===== config.mk =====
export PLATFORM = sky130hd
export DESIGN_NAME = dac7611_arbiter
export DESIGN_NICKNAME = d
export VERILOG_FILES = /design/src/rtl/dac7611_arbiter.sv
export SDC_FILE = /design/constraint.sdc
export NUM_CORES = 1
export LEC_CHECK = 0
export BUFFER_PORTS_ARGS = -buffer_cell sky130_fd_sc_hd__buf_2
export CORE_MARGIN = 3
export CORE_UTILIZATION = 35
export CTS_BUF_LIST = sky130_fd_sc_hd__clkbuf_4
export DETAILED_ROUTE_END_ITERATION = 12
export SLEW_MARGIN = 10
export SYNTH_ARGS = -nofsm -noshare
export SYNTH_HDL_FRONTEND = slang
export SYNTH_SLANG_ARGS = --single-unit

===== constraint.sdc =====
create_clock -name clk_X4 -period 3.2 [get_ports clk_X4]
set_input_delay 0.64 -clock clk_X4 [delete_from_list [all_inputs] [get_ports clk_X4]]
set_output_delay 0.64 -clock clk_X4 [all_outputs]
set_load 0.02 [all_outputs]

===== src/rtl/dac7611_arbiter.sv =====
// Two-requester round-robin front end for the DAC7611 serial DAC: grants a 12-bit code,
// shifts it MSB-first at clk_X4/4, pulses LD, and services latched clear requests between frames.
module dac7611_arbiter #(
    parameter int unsigned GAP_CYC  = 2,
    parameter int unsigned LD_CYC   = 2,
    parameter int unsigned CLR_CYC  = 2,
    parameter int unsigned HOLD_CYC = 4
) (
    input  logic        clk_X4,
    input  logic        rst,
    input  logic        req_a,
    input  logic [11:0] code_a,
    output logic        ack_a,
    input  logic        req_b,
    input  logic [11:0] code_b,
    output logic        ack_b,
    input  logic        clr_req,
    output logic        busy,
    output logic        frame_done,
    output logic        CLK_3,
    output logic        SDI_4,
    output logic        LD_5,
    output logic        CLR_6
);

    // Handshake: a requester raises req with its code stable and holds both until it sees
    // the one-cycle ack; the code is captured on the ack cycle. Holding req past the ack
    // makes the requester eligible again at the next IDLE, subject to round-robin.

    typedef enum logic [2:0] {
        ST_IDLE  = 3'd0,
        ST_SHIFT = 3'd1,
        ST_GAP   = 3'd2,
        ST_LOAD  = 3'd3,
        ST_CLEAR = 3'd4,
        ST_HOLD  = 3'd5
    } state_t;

    localparam logic [7:0] GAP_LAST  = 8'(GAP_CYC - 1);
    localparam logic [7:0] LD_LAST   = 8'(LD_CYC - 1);
    localparam logic [7:0] CLR_LAST  = 8'(CLR_CYC - 1);
    localparam logic [7:0] HOLD_LAST = 8'(HOLD_CYC - 1);

    state_t      state_q, state_d;
    logic [1:0]  phase_q, phase_d;
    logic [3:0]  bit_q, bit_d;
    logic [7:0]  wait_q, wait_d;
    logic [11:0] shreg_q, shreg_d;
    logic        last_b_q, last_b_d;
    logic        clr_pend_q, clr_pend_d;
    logic        hold_frame_q, hold_frame_d;
    logic        ack_a_q, ack_a_d;
    logic        ack_b_q, ack_b_d;
    logic        busy_q, busy_d;
    logic        frame_done_q, frame_done_d;
    logic        sclk_q, sclk_d;
    logic        sdi_q, sdi_d;
    logic        ld_q, ld_d;
    logic        clr_q, clr_d;
    logic        grant_b;

    always_comb begin
        state_d      = state_q;
        phase_d      = phase_q;
        bit_d        = bit_q;
        wait_d       = wait_q;
        shreg_d      = shreg_q;
        last_b_d     = last_b_q;
        clr_pend_d   = clr_pend_q | clr_req;
        hold_frame_d = hold_frame_q;
        grant_b      = 1'b0;
        ack_a_d      = 1'b0;
        ack_b_d      = 1'b0;
        busy_d       = (state_q != ST_IDLE);
        frame_done_d = 1'b0;
        sclk_d       = 1'b1;
        sdi_d        = 1'b0;
        ld_d         = 1'b1;
        clr_d        = 1'b1;

        case (state_q)
            ST_IDLE: begin
                grant_b = req_b && (!req_a || !last_b_q);
                // A clear arriving on the cycle a pending one is consumed stays pending.
                if (clr_pend_q) begin
                    state_d    = ST_CLEAR;
                    wait_d     = 8'd0;
                    clr_pend_d = clr_req;
                end else if (clr_req) begin
                    state_d    = ST_CLEAR;
                    wait_d     = 8'd0;
                    clr_pend_d = 1'b0;
                end else if (req_a || req_b) begin
                    state_d  = ST_SHIFT;
                    phase_d  = 2'd0;
                    bit_d    = 4'd0;
                    last_b_d = grant_b;
                    ack_a_d  = !grant_b;
                    ack_b_d  = grant_b;
                    shreg_d  = grant_b ? code_b : code_a;
                end
            end
            ST_SHIFT: begin
                // Data is set up on the low half of SCLK so the DAC samples mid-bit.
                sclk_d  = phase_q[1];
                sdi_d   = shreg_q[11];
                phase_d = phase_q + 2'd1;
                if (phase_q == 2'd3) begin
                    shreg_d = {shreg_q[10:0], 1'b0};
                    if (bit_q == 4'd11) begin
                        state_d = ST_GAP;
                        wait_d  = 8'd0;
                    end else begin
                        bit_d = bit_q + 4'd1;
                    end
                end
            end
            ST_GAP: begin
                if (wait_q == GAP_LAST) begin
                    state_d = ST_LOAD;
                    wait_d  = 8'd0;
                end else begin
                    wait_d = wait_q + 8'd1;
                end
            end
            ST_LOAD: begin
                ld_d = 1'b0;
                if (wait_q == LD_LAST) begin
                    state_d      = ST_HOLD;
                    wait_d       = 8'd0;
                    hold_frame_d = 1'b1;
                end else begin
                    wait_d = wait_q + 8'd1;
                end
            end
            ST_CLEAR: begin
                clr_d = 1'b0;
                if (wait_q == CLR_LAST) begin
                    state_d      = ST_HOLD;
                    wait_d       = 8'd0;
                    hold_frame_d = 1'b0;
                end else begin
                    wait_d = wait_q + 8'd1;
                end
            end
            ST_HOLD: begin
                frame_done_d = hold_frame_q && (wait_q == 8'd0);
                if (wait_q == HOLD_LAST) begin
                    state_d = ST_IDLE;
                    wait_d  = 8'd0;
                end else begin
                    wait_d = wait_q + 8'd1;
                end
            end
            default: begin
                state_d = ST_IDLE;
            end
        endcase
    end

    always_ff @(negedge clk_X4) begin
        if (rst) begin
            state_q      <= ST_IDLE;
            phase_q      <= 2'd0;
            bit_q        <= 4'd0;
            wait_q       <= 8'd0;
            shreg_q      <= 12'd0;
            last_b_q     <= 1'b1;
            clr_pend_q   <= 1'b0;
            hold_frame_q <= 1'b0;
            ack_a_q      <= 1'b0;
            ack_b_q      <= 1'b0;
            busy_q       <= 1'b0;
            frame_done_q <= 1'b0;
            sclk_q       <= 1'b1;
            sdi_q        <= 1'b0;
            ld_q         <= 1'b1;
            clr_q        <= 1'b1;
        end else begin
            state_q      <= state_d;
            phase_q      <= phase_d;
            bit_q        <= bit_d;
            wait_q       <= wait_d;
            shreg_q      <= shreg_d;
            last_b_q     <= last_b_d;
            clr_pend_q   <= clr_pend_d;
            hold_frame_q <= hold_frame_d;
            ack_a_q      <= ack_a_d;
            ack_b_q      <= ack_b_d;
            busy_q       <= busy_d;
            frame_done_q <= frame_done_d;
            sclk_q       <= sclk_d;
            sdi_q        <= sdi_d;
            ld_q         <= ld_d;
            clr_q        <= clr_d;
        end
    end

    assign ack_a      = ack_a_q;
    assign ack_b      = ack_b_q;
    assign busy       = busy_q;
    assign frame_done = frame_done_q;
    assign CLK_3      = sclk_q;
    assign SDI_4      = sdi_q;
    assign LD_5       = ld_q;
    assign CLR_6      = clr_q;

endmodule


# Yosys cells after proc, flatten, opt, wreduce, memory -nomap -nowiden

Cells that the tools add are included.

Flip-flop bits (word level): 40
Input port bits: 29
Output and inout port bits: 8
Logic and storage cells: 113

Add/sub/neg operators: 3
Equal/unequal tests: 22
Multiplexer cells: 40
Bitwise gates (word level): 7
Reductions and logical operators: 25

Operator list:

| operator                                                               | count |
|---|---|
| 12-bit 2-to-1 mux                                                      | 5 |
| 8-bit 2-to-1 mux                                                       | 6 |
| 8-bit case mux with 4 select lines                                     | 1 |
| 3-bit 2-to-1 mux                                                       | 8 |
| 12-bit case mux with 2 select lines                                    | 1 |
| 4-bit 2-to-1 mux                                                       | 5 |
| 2-bit inequality test (second input constant)                          | 10 |
| 3-bit case mux with 5 select lines                                     | 1 |
| 4-bit AND reduction                                                    | 3 |
| 6-bit AND reduction                                                    | 2 |
| 8-bit by 1-bit adder with 8-bit output (second input constant)         | 1 |
| 8-bit by 1-bit equality test with 1-bit output (second input constant) | 1 |
| 8-bit by 2-bit equality test with 1-bit output (second input constant) | 1 |
| 8-bit logical NOT                                                      | 1 |
| 4-bit case mux with 2 select lines                                     | 1 |
| 1-bit 2-to-1 mux                                                       | 7 |
| 3-bit by 2-bit equality test with 1-bit output (second input constant) | 2 |
| 3-bit equality test (second input constant)                            | 2 |
| 2-bit 2-to-1 mux                                                       | 3 |
| 1-bit inverter                                                         | 6 |
| 2-bit OR reduction                                                     | 3 |
| 5-bit AND reduction                                                    | 1 |
| 5-bit OR reduction                                                     | 1 |
| 4-bit by 1-bit adder with 4-bit output (second input constant)         | 1 |
| 19 further kinds                                                       | 24 |

# Logic depth before layout (Yosys ltp)

Depth in word-level cells: 8
Depth in mapped cells: 7
Depth with buffers taken out: 6

==> out/qor.tcl <==
set qor(share_clk_of_total_power_pct) 26.2
set qor(synth.yosys.seq_area_share_pct) 38.4
set qor(ys.flop_type) {sky130_fd_sc_hd__dfxtp_1}
set qor(detail_route.vias_per_cell) 5.09
set qor(rr_startpoint) {state_q[2]}
set qor(post_synth_edffs) 0
set qor(critPathKind) {in2reg}
set qor(grt_max_degree) 28
set qor(dp.final_hpwl_mm) 3.24
set qor(tightestPinTransition_ns) 0.649
set qor(timing.reg2reg.worst_path_depth) 6
set qor(failed_checks) {setup timing}
set qor(seq_power_share_pct) 36.1
set qor(number_of_nets_produced_by_synthesis) 283
set qor(synth_top_area_share_pct) 38.4
set qor(critical_path_arrival_ns) 1.96
set qor(max_slew_headroom_pct) 56.7
set qor(fillers) 573
set qor(vias) 2080
set qor(antenna_found_initial) 0
set qor(drt-total-wl_mm) 4.80
set qor(yosys_warnings) 0
set qor(clockBufferDepth) 2
set qor(tritoncts_clock_tree) {built}
set qor(timing.final.hold_violations) 0
set qor(synth_seq_cells) 40
set qor(p_total_mw) 1.93
set qor(unrepaired_setup_endpoints_after_global_routing) {yes}
set qor(final_cell_area_sq_um) 2700
set qor(post_synth.cell_area_avg_sq_um) 8.38
set qor(htreeDepth) 2
set qor(floorplan.die.width_um) 83.2
set qor(synth.largest_area_cell) {sky130_fd_sc_hd__dfxtp_1}
set qor(netSwitchingPower_mw) 0.762
set qor(antennaDiodeCount) 0
set qor(pwr_density_cell_nw_per_um2) 716
set qor(rows) 27
set qor(final_core_utilization_pct) 47.9
set qor(number_of_ports_placed_on_the_die_boundary) 37
set qor(die_area_sq_um) 6920
set qor(synth_cell_types) 43
set qor(routed_wire_length_per_instance_um) 11.7
set qor(reg2reg_setup_slack_ns) 1.15
set qor(fp.dieH_um) 83.2
set qor(post_cts_hold_buffer_count) 0
set qor(areaGrowthSynthToFinish_pct) 29.6
set qor(synth_cells) 249
set qor(status) {finished with violations}
set qor(setup_ws_final_ns) -0.0207
set qor(vias_in_the_first_global_route) 1921
set qor(floorplan.core_area_sq_um) 5640
set qor(critical_path_peak_fanout) 5
set qor(internal_power_mw) 1.17
set qor(global_route_wire_length_before_repair_mm) 8.16
set qor(layout_cells_sized_above_1_pct) 21.4
set qor(detailed_place.area_sq_um) 2460
set qor(worstPathRequired_ns) 1.94
set qor(timing.critical_path.to) {bit_q[3]}
set qor(setup_viol_count_final) 1
set qor(timing.rr.end) {wait_q[5]}
set qor(clock_insertion_delay_worst_skew_ns) 0.41
set qor(synth_async_sr_flop_share_pct) 0
set qor(worst_ir_drop_vdd_mv) 0.322
set qor(grt_use_total_pct) 14.1
set qor(drc_errors) 0
set qor(globalplace.congestion) 0.803
set qor(power_leakage_nw) 1.24
set qor(initial_utilization_pct) 37.0
set qor(antenna_violating_nets_post_route) 0
set qor(finalClockSkew_ns) 0.0179
set qor(report.final.slew_viol_count) 0
set qor(clock_sink_count) 40
set qor(netlist_area_sq_um) 2090
set qor(clk_pin_slew_worst_paths_ns) 0.04
set qor(ctsRootBufferMaster) {sky130_fd_sc_hd__clkbuf_4}
set qor(yosys-top-cells-area) {sky130_fd_sc_hd__dfxtp_1 (38%), sky130_fd_sc_hd__mux2i_1 (12%), sky130_fd_sc_hd__nand2_1 (6.3%), sky130_fd_sc_hd__nor2_1 (5.0%), sky130_fd_sc_hd__o21ai_0 (4.1%)}
set qor(final_nets) 371
set qor(worst_hold_path_type) {reg2reg}
set qor(maxCapViolations) 0
set qor(drt-initial-drc-count) 125
set qor(cp-end-kind) {flip-flop}
set qor(port_buffers) 36
set qor(cts-buffers-inserted) 5
set qor(power.share.switching_pct) 39.4
set qor(share_comb_of_total_power_pct) 37.7
set qor(setup.worst_path.start) {clr_req}
set qor(firstDrtPassIters) 4
set qor(start_kind) {input pin}
set qor(overflow) 0
==> cells by family (layout without fill, tap and decap cells) <==
family	Yosys count	count (layout)	share of synthesized area, %
compound gates	52	52	16.8
xor+xnor	1	1	0.420
fa+ha+maj	5	5	3.00
buf+inv	20	108	4.20
flops	40	40	38.4
mux	24	24	11.5
simple gates	107	107	25.7
==> state kept, by name, indices dropped and copies added (netlist names) <==
signal,cells
ack_a,1
LD_5,1
frame_done,1
clr_pend_q,1
ack_b,1
wait_q,8
shreg_q,12
CLR_6,1
last_b_q,1
SDI_4,1
CLK_3,1
bit_q,4
state_q,3
busy,1
hold_frame_q,1
phase_q,2
==> through the flow <==
stage | setup slack (ns) | hold WS (ns) | TNS, ns | instances
floorplan | -0.296 | 0.443 | -2.62 | 249
global placement | -0.430 | 0.464 | -5.73 | 362
detailed placement | -0.446 | 0.473 | -6.01 | 362
CTS | 0.00174 | 0.478 | 0 | 408
global route | -0.0200 | 0.500 | -0.0200 | 409
finish | -0.0207 | 0.470 | -0.0207 | 409
==> worst min path at each step <==
stage | from | depth (start not counted) | slack, ns | to
after floorplan | phase_q[1] | 1 | 0.44 | CLK_3
after global placement | bit_q[1] | 2 | 0.46 | bit_q[1]
after detailed placement | phase_q[1] | 1 | 0.47 | CLK_3
after CTS | bit_q[1] | 2 | 0.48 | bit_q[1]
after global routing | phase_q[1] | 1 | 0.50 | CLK_3
final | bit_q[1] | 2 | 0.47 | bit_q[1]
==> power groups by stage <==
stage	clock [mW]	combinational (mW)	sequential, mW
final	0.506	0.730	0.699
after global routing	0.589	0.813	0.711
after CTS	0.535	0.730	0.697
after detailed placement	0.0782	0.724	0.704
after global placement	0.0782	0.718	0.702
after floorplan	0.0782	0.517	0.669
==> cell usage in the layout (no fill, tap or decap), types with 3 or more instances in the layout <==
master and n:
sky130_fd_sc_hd__inv_1 45, sky130_fd_sc_hd__dfxtp_1 40, sky130_fd_sc_hd__nand2_1 35, sky130_fd_sc_hd__buf_2 33, sky130_fd_sc_hd__nor2_1 28, sky130_fd_sc_hd__mux2i_1 24
sky130_fd_sc_hd__buf_4 18, sky130_fd_sc_hd__o21ai_0 17, sky130_fd_sc_hd__a21oi_1 14, sky130_fd_sc_hd__nand3_1 7, sky130_fd_sc_hd__or3_1 7, sky130_fd_sc_hd__a31oi_1 6
sky130_fd_sc_hd__nand3b_1 5, sky130_fd_sc_hd__ha_1 5, sky130_fd_sc_hd__clkbuf_4 5, sky130_fd_sc_hd__nor3_1 4, sky130_fd_sc_hd__nand2b_1 3, sky130_fd_sc_hd__nand4b_1 3
sky130_fd_sc_hd__a22oi_1 3, sky130_fd_sc_hd__buf_6 3
==> cell type report <==
cell class / count / area [sq um] / area share (%)
clock buffer: 5 / 37.5 / 1.39
clock inverter: 42 / 184 / 6.80
inverter: 5 / 18.8 / 0.694
multi-input combinational: 189 / 1200 / 44.3
sequential: 40 / 801 / 29.6
tap: 72 / 90.1 / 3.33
timing repair buffer: 56 / 374 / 13.8
==> what timing repair did <==
item / in CTS / in global routing
buffers inserted: 0 / 1
setup endpoints to repair: 1 / 2
resized for setup: 1 / 3
==> routing by layer <==
| layer | part of all wire [%] | global-route usage, % | up-vias |
|---|---|---|---|
| met4 | 1.4 | 7.73 | 0 |
| met3 | 3.5 | 6.35 | 6 |
| met1 | 49 | 16.9 | 985 |
| met5 | 0 | 0 | - |
| met2 | 46 | 21.0 | 29 |
| li1 | - | - | 1060 |
==> Yosys cell counts, types with 2 or more instances <==
master,number
sky130_fd_sc_hd__buf_2,4
sky130_fd_sc_hd__mux2i_1,24
sky130_fd_sc_hd__nor4_1,2
sky130_fd_sc_hd__a22oi_1,3
sky130_fd_sc_hd__or3_1,7
sky130_fd_sc_hd__ha_1,5
sky130_fd_sc_hd__nand2_1,35
sky130_fd_sc_hd__nor4b_1,2
sky130_fd_sc_hd__a31oi_1,6
sky130_fd_sc_hd__or2_2,2
sky130_fd_sc_hd__nand2b_1,3
sky130_fd_sc_hd__o21ai_0,17
sky130_fd_sc_hd__dfxtp_1,40
sky130_fd_sc_hd__and2_1,2
sky130_fd_sc_hd__nand4b_1,3
sky130_fd_sc_hd__nor2_1,28
sky130_fd_sc_hd__nand3_1,7
sky130_fd_sc_hd__nor3_1,4
sky130_fd_sc_hd__a2bb2oi_1,2
sky130_fd_sc_hd__a21oi_1,14
sky130_fd_sc_hd__inv_1,5
sky130_fd_sc_hd__nand3b_1,5
sky130_fd_sc_hd__clkbuf_1,9
==> worst max-delay path: stages <==
cell	delay (ns)
sky130_fd_sc_hd__buf_6	0.10
sky130_fd_sc_hd__o31a_4	0.35
sky130_fd_sc_hd__a2111o_1	0.34
sky130_fd_sc_hd__or4_1	0.41
sky130_fd_sc_hd__a21oi_1	0.12
Power figures use the tool's default switching activity.
